===== src/rtl/shake_pkg.sv =====
// Shared constants, types and helpers for the SHAKE absorb stage.
// Rates are in bits; padding bytes follow the SHAKE domain-separation rule.
package shake_pkg;

    localparam int RATE_SHAKE128 = 1344;
    localparam int RATE_SHAKE256 = 1088;

    localparam logic [7:0] PAD_DOMAIN = 8'h1F;
    localparam logic [7:0] PAD_END    = 8'h80;

    typedef enum logic {
        SHAKE128 = 1'b0,
        SHAKE256 = 1'b1
    } shake_mode_t;

    typedef enum logic [1:0] {
        IDLE,
        ABSORB,
        PAD,
        HOLD
    } absorb_state_t;

    function automatic int rate_bits(input shake_mode_t mode);
        return (mode == SHAKE256) ? RATE_SHAKE256 : RATE_SHAKE128;
    endfunction

endpackage


===== src/rtl/shake_pad_word.sv =====
// Masks a word to its first keep bytes, optionally drops the 0x1F domain byte
// right after the kept bytes, and optionally ORs 0x80 into the top byte.
module shake_pad_word
    import shake_pkg::*;
#(
    parameter  int W  = 64,
    localparam int KW = $clog2(W/8) + 1
) (
    input  logic [W-1:0]  word_in,
    input  logic [KW-1:0] keep,
    input  logic          dom_en,
    input  logic          end_en,
    output logic [W-1:0]  word_out
);

    localparam int WB = W / 8;

    always_comb begin
        word_out = '0;
        for (int b = 0; b < WB; b++) begin
            if (b < int'(keep)) begin
                word_out[b*8 +: 8] = word_in[b*8 +: 8];
            end else if (dom_en && (b == int'(keep))) begin
                word_out[b*8 +: 8] = PAD_DOMAIN;
            end
        end
        // Domain byte and end byte may share the top byte, giving 0x9F.
        if (end_en) begin
            word_out[W-1 -: 8] = word_out[W-1 -: 8] | PAD_END;
        end
    end

endmodule


===== src/rtl/shake_absorb_buffer.sv =====
// Assembles a W-bit message word stream into rate-sized SHAKE blocks with
// hardware padding, handing each block out over a valid/ready interface.
module shake_absorb_buffer
    import shake_pkg::*;
#(
    parameter  int W        = 64,
    parameter  int RATE_MAX = 1344,
    localparam int KW       = $clog2(W/8) + 1
) (
    input  logic                clk,
    input  logic                rst,
    input  logic                mode_in,
    input  logic                in_valid,
    output logic                in_ready,
    input  logic [W-1:0]        in_data,
    input  logic                in_last,
    input  logic [KW-1:0]       in_keep,
    output logic                blk_valid,
    input  logic                blk_ready,
    output logic [RATE_MAX-1:0] blk_data,
    output logic                blk_last,
    output logic                blk_mode
);

    localparam int WB     = W / 8;
    localparam int NW_MAX = RATE_MAX / W;
    localparam int CW     = $clog2(NW_MAX + 1);
    localparam logic [KW-1:0] KEEP_FULL = KW'(WB);

    absorb_state_t state_q, state_d;
    logic [CW-1:0] cnt_q, cnt_d;
    logic          pend_q, pend_d;
    logic          last_q, last_d;
    logic          mode_q, mode_d;
    logic [NW_MAX-1:0][W-1:0] buf_q, buf_d, pad_out;

    shake_mode_t   cur_mode;
    logic [CW-1:0] top_idx;
    logic [KW-1:0] keep_eff;
    logic          accept;
    logic          full_word;
    logic          at_top;
    logic          boundary;

    // The rate is taken from mode_in only while the first word is in flight.
    always_comb begin
        cur_mode  = (state_q == IDLE) ? shake_mode_t'(mode_in) : shake_mode_t'(mode_q);
        top_idx   = CW'(rate_bits(cur_mode) / W - 1);
        if (!in_last || (in_keep > KEEP_FULL)) begin
            keep_eff = KEEP_FULL;
        end else begin
            keep_eff = in_keep;
        end
        full_word = (keep_eff == KEEP_FULL);
        at_top    = (cnt_q == top_idx);
        boundary  = in_last && full_word && at_top;
    end

    assign in_ready  = rst && ((state_q == IDLE) || (state_q == ABSORB));
    assign accept    = in_valid && in_ready;
    assign blk_valid = (state_q == HOLD);
    assign blk_data  = buf_q;
    assign blk_last  = last_q;
    assign blk_mode  = mode_q;

    // Each slot computes what an accepted word (or the PAD state) contributes.
    for (genvar gi = 0; gi < NW_MAX; gi++) begin : g_slot
        logic          slot_hit;
        logic          slot_next;
        logic          slot_top;
        logic [W-1:0]  w_in;
        logic [KW-1:0] k_in;
        logic          d_en;
        logic          e_en;

        assign slot_hit  = (cnt_q == CW'(gi));
        assign slot_next = ((cnt_q + CW'(1)) == CW'(gi));
        assign slot_top  = (top_idx == CW'(gi));

        always_comb begin
            w_in = '0;
            k_in = '0;
            d_en = 1'b0;
            e_en = 1'b0;
            if (state_q == PAD) begin
                d_en = (gi == 0);
                e_en = slot_top;
            end else begin
                if (slot_hit) begin
                    w_in = in_data;
                    k_in = keep_eff;
                    d_en = in_last && !full_word;
                end
                // A full last word below the top spills the domain byte forward.
                if (slot_next && in_last && full_word && !at_top) begin
                    d_en = 1'b1;
                end
                e_en = slot_top && in_last && !boundary;
            end
        end

        shake_pad_word #(.W(W)) u_pad (
            .word_in  (w_in),
            .keep     (k_in),
            .dom_en   (d_en),
            .end_en   (e_en),
            .word_out (pad_out[gi])
        );
    end

    always_comb begin
        state_d = state_q;
        cnt_d   = cnt_q;
        pend_d  = pend_q;
        last_d  = last_q;
        mode_d  = mode_q;
        buf_d   = buf_q;
        case (state_q)
            IDLE, ABSORB: begin
                if (accept) begin
                    if (state_q == IDLE) begin
                        mode_d = mode_in;
                    end
                    buf_d = buf_q | pad_out;
                    cnt_d = cnt_q + CW'(1);
                    if (in_last) begin
                        state_d = HOLD;
                        last_d  = !boundary;
                        pend_d  = boundary;
                    end else if (at_top) begin
                        state_d = HOLD;
                        last_d  = 1'b0;
                    end else begin
                        state_d = ABSORB;
                    end
                end
            end
            PAD: begin
                buf_d   = pad_out;
                state_d = HOLD;
                last_d  = 1'b1;
                pend_d  = 1'b0;
            end
            HOLD: begin
                if (blk_ready) begin
                    buf_d  = '0;
                    cnt_d  = '0;
                    last_d = 1'b0;
                    pend_d = 1'b0;
                    if (pend_q) begin
                        state_d = PAD;
                    end else if (last_q) begin
                        state_d = IDLE;
                    end else begin
                        state_d = ABSORB;
                    end
                end
            end
            default: state_d = IDLE;
        endcase
    end

    always_ff @(posedge clk or negedge rst) begin
        if (!rst) begin
            state_q <= IDLE;
            cnt_q   <= '0;
            pend_q  <= 1'b0;
            last_q  <= 1'b0;
            mode_q  <= 1'b0;
            buf_q   <= '0;
        end else begin
            state_q <= state_d;
            cnt_q   <= cnt_d;
            pend_q  <= pend_d;
            last_q  <= last_d;
            mode_q  <= mode_d;
            buf_q   <= buf_d;
        end
    end

endmodule


===== config.mk =====
export PLATFORM = sky130hd
export DESIGN_NAME = shake_absorb_buffer
export DESIGN_NICKNAME = d
export VERILOG_FILES = /design/src/rtl/shake_pkg.sv /design/src/rtl/shake_pad_word.sv /design/src/rtl/shake_absorb_buffer.sv
export SDC_FILE = /design/constraint.sdc
export NUM_CORES = 2
export LEC_CHECK = 0
export BUFFER_PORTS_ARGS = -buffer_cell sky130_fd_sc_hd__buf_2
export CORE_AREA = 2 2 553 555
export DETAILED_ROUTE_END_ITERATION = 8
export DIE_AREA = 0 0 555 557
export SKIP_CTS_REPAIR_TIMING = 1
export SLEW_MARGIN = 30
export SYNTH_ARGS = -nofsm -noshare
export SYNTH_HDL_FRONTEND = slang
export SYNTH_SLANG_ARGS = --single-unit

===== constraint.sdc =====
create_clock -name clk -period 3.5 [get_ports clk]
set_clock_uncertainty 0.2 [all_clocks]
set_input_delay 1.05 -clock clk [delete_from_list [all_inputs] [get_ports clk]]
set_output_delay 1.05 -clock clk [all_outputs]
set_load 0.005 [all_outputs]

==> out/metrics.yaml <==
timing:
  drv_slew: 0
  finalSetupViolCount: 0
  grt_setup_unrepaired: "false"
  tightest_slew_ns: 1.13
  setup_slack_ns: 0.0888
  hold_violations: 0
  holdWs_ns: 0.0603
  slew_headroom_pct: 24.4
  period_share_pct: 97.5
  clock.fmax_ghz: 0.293
  finalCriticalPeriod_ns: 3.41
  setup_tns_ns: 0
floorplanning:
  start_util_pct: 18.2
  die_h_um: 557
  rows: 203
  die_w_um: 555
  dieArea_sq_um: 309000
  io_pins: 1422
  core_sq_um: 304000
setup_path:
  reg2reg_slack_ns: 0.09
  worst_setup_path_start_kind: "flip-flop"
  worstSetupPathType: "reg -> reg"
  arrival_ns: 3.98
  worst-path-max-fanout: 19
  cp.required_ns: 4.07
  worstSetupEndpointType: "flip-flop"
status:
  outcome: "finished clean"
clocking:
  clock_path_buffers: 4
  cts-root-buf: "clkbuf_16"
  htree_levels: 4
  cts_tree: "done"
  clk_latency_ns: 0.85
  clk_pin_slew_worst_paths_ns: 0.06
  cts_sinks: 1354
  cts_buffers: 161
yosys:
  synth_ff_type: "dfrtp_1"
  synthCells: 5641
  synth_edf_count: 0
  synth_warnings: 0
  async_flop_share_pct: 100
  synth.net_count: 5721
  yosys_register_bits: 1354
  synth-seq-area-share_pct: 61.3
  yosysUniqueCellTypes: 74
  syn_area_sq_um: 55200
  avgSynthCellArea_sq_um: 9.79
finish:
  fin_nets: 7241
  fin_area_sq_um: 75800
  fin_util_pct: 24.9
  layout-drive-gt1-share_pct: 31.1
  fin_cells: 11300
  areaGrowthSynthToFinish_pct: 37.1
  mostFrequentLayoutCell: "buf_2"
  final_cell_mix: "buf_2 (1,420), dfrtp_1 (1,350), nor2_1 (837)"
route:
  vias: 53800
  drtAntennaViolNets: 0
  drtIter0Drc: 5932
  wl_um: 366000
  vias_per_cell: 4.75
  drc: 0
  wl_per_cell_um: 32.4
  detailedRoute.firstPassIterationCount: 5
global_route:
  antenna_found_initial: 57
  grt_use_total_pct: 22.8
  grt_pass1_wl_um: 480000
  grt_pass1_vias: 52100
  grt_max_degree: 159
  gr-total-overflow: 0
place:
  place_area_sq_um: 70000
  gp_congestion: 0.879
  portBuffers: 1421
  placedCellCount: 11000
  pre_cts_ws_ns: -0.309
  place_hpwl_um: 285000
power_and_ir_drop:
  power_leakage_nw: 38.6
  peakVddDrop_mv: 0.476
  pwr_density_cell_nw_per_um2: 709
  p_total_mw: 53.7
hold_path:
  hold_path.class: "in -> async"
flow_run:
  max-cap-violations: 0
-- kinds of logic (layout without fill, tap and decap cells) --
group	after synthesis	after routing	share of synthesized area, %
and+or+nand+nor	2010	2010	15.9
muxes	1	1	0.0204
other	0	28	0
xor gates and xnor gates	1	1	0.0159
AOI/OAI and AO/OA	1754	1754	18.7
adders and majority gates	6	6	0.136
buffers and inverters	515	2158	3.84
DFF	1354	1354	61.3
-- where the power goes --
| group | internal (mW) | leakage, nW | switching (mW) |
|---|---|---|---|
| Sequential | 17.9 | 18.7 | 1.57 |
| Combinational | 4.76 | 17.1 | 11.5 |
| Clock | 10.5 | 2.71 | 7.48 |
| Total | 33.2 | 38.6 | 20.6 |
-- worst paths after layout --
check,from,end,cells after the start
max reg2reg,state_q[1],blk_data[534],5
max in group asynchronous,rst,blk_data[1248],4
min in group clk,in_data[5],blk_data[773],3
min,rst,blk_data[862],2
min reg2reg,blk_data[432],blk_data[432],2
max,state_q[1],blk_data[534],5
-- worst max-delay path, cell delays in order, from the launching register on --
cell      delay [ns]
dfrtp_2         0.54
nand3b_1        0.72
o21ai_4         0.46
and3_2          0.94
a21oi_1         0.16
nor2_1          0.14
-- sequential cells by signal, summed over array words and instances, names as in the netlist --
name / cells
blk_mode: 1
blk_last: 1
blk_data: 1344
state_q: 2
cnt_q: 5
pend_q: 1
-- area by class of cell --
class | instances | area, sq um
Antenna cell | 28 | 70.1
Clock buffer | 224 | 4610
Clock inverter | 62 | 945
Fill cell | 32800 | 228000
Inverter | 33 | 124
Multi-Input combinational cell | 3772 | 19800
Sequential cell | 1354 | 33900
Tap cell | 3997 | 5000
Timing Repair Buffer | 1839 | 11300
-- cells in the mapped netlist, types with 13 or more instances --
library cell	count	area share, %
buf_2	110	1.0
a32o_1	16	0.29
buf_1	25	0.17
nand2b_1	13	0.15
nand3_1	40	0.36
nor2_1	880	6.0
a21o_1	14	0.19
o31ai_1	25	0.34
o21a_1	174	2.4
nand2_1	714	4.9
nand4_1	18	0.20
a22o_1	116	1.8
inv_1	31	0.21
nor4_1	188	2.1
dfrtp_1	1354	61
o22ai_1	16	0.18
o21ai_1	41	0.37
a21oi_1	500	4.5
clkbuf_1	336	2.3
o21ai_0	600	5.4
a31oi_1	197	2.2
nor3_1	30	0.27
nor2_2	20	0.23
o2111ai_1	15	0.24
and3_1	15	0.17
-- per-layer routing --
metal	track usage (%)	wire (um)
met5	0	27
met4	13.8	25500
met3	6.38	32700
met2	36.6	167000
met1	27.0	141000
(Power assumes the default switching activity.)
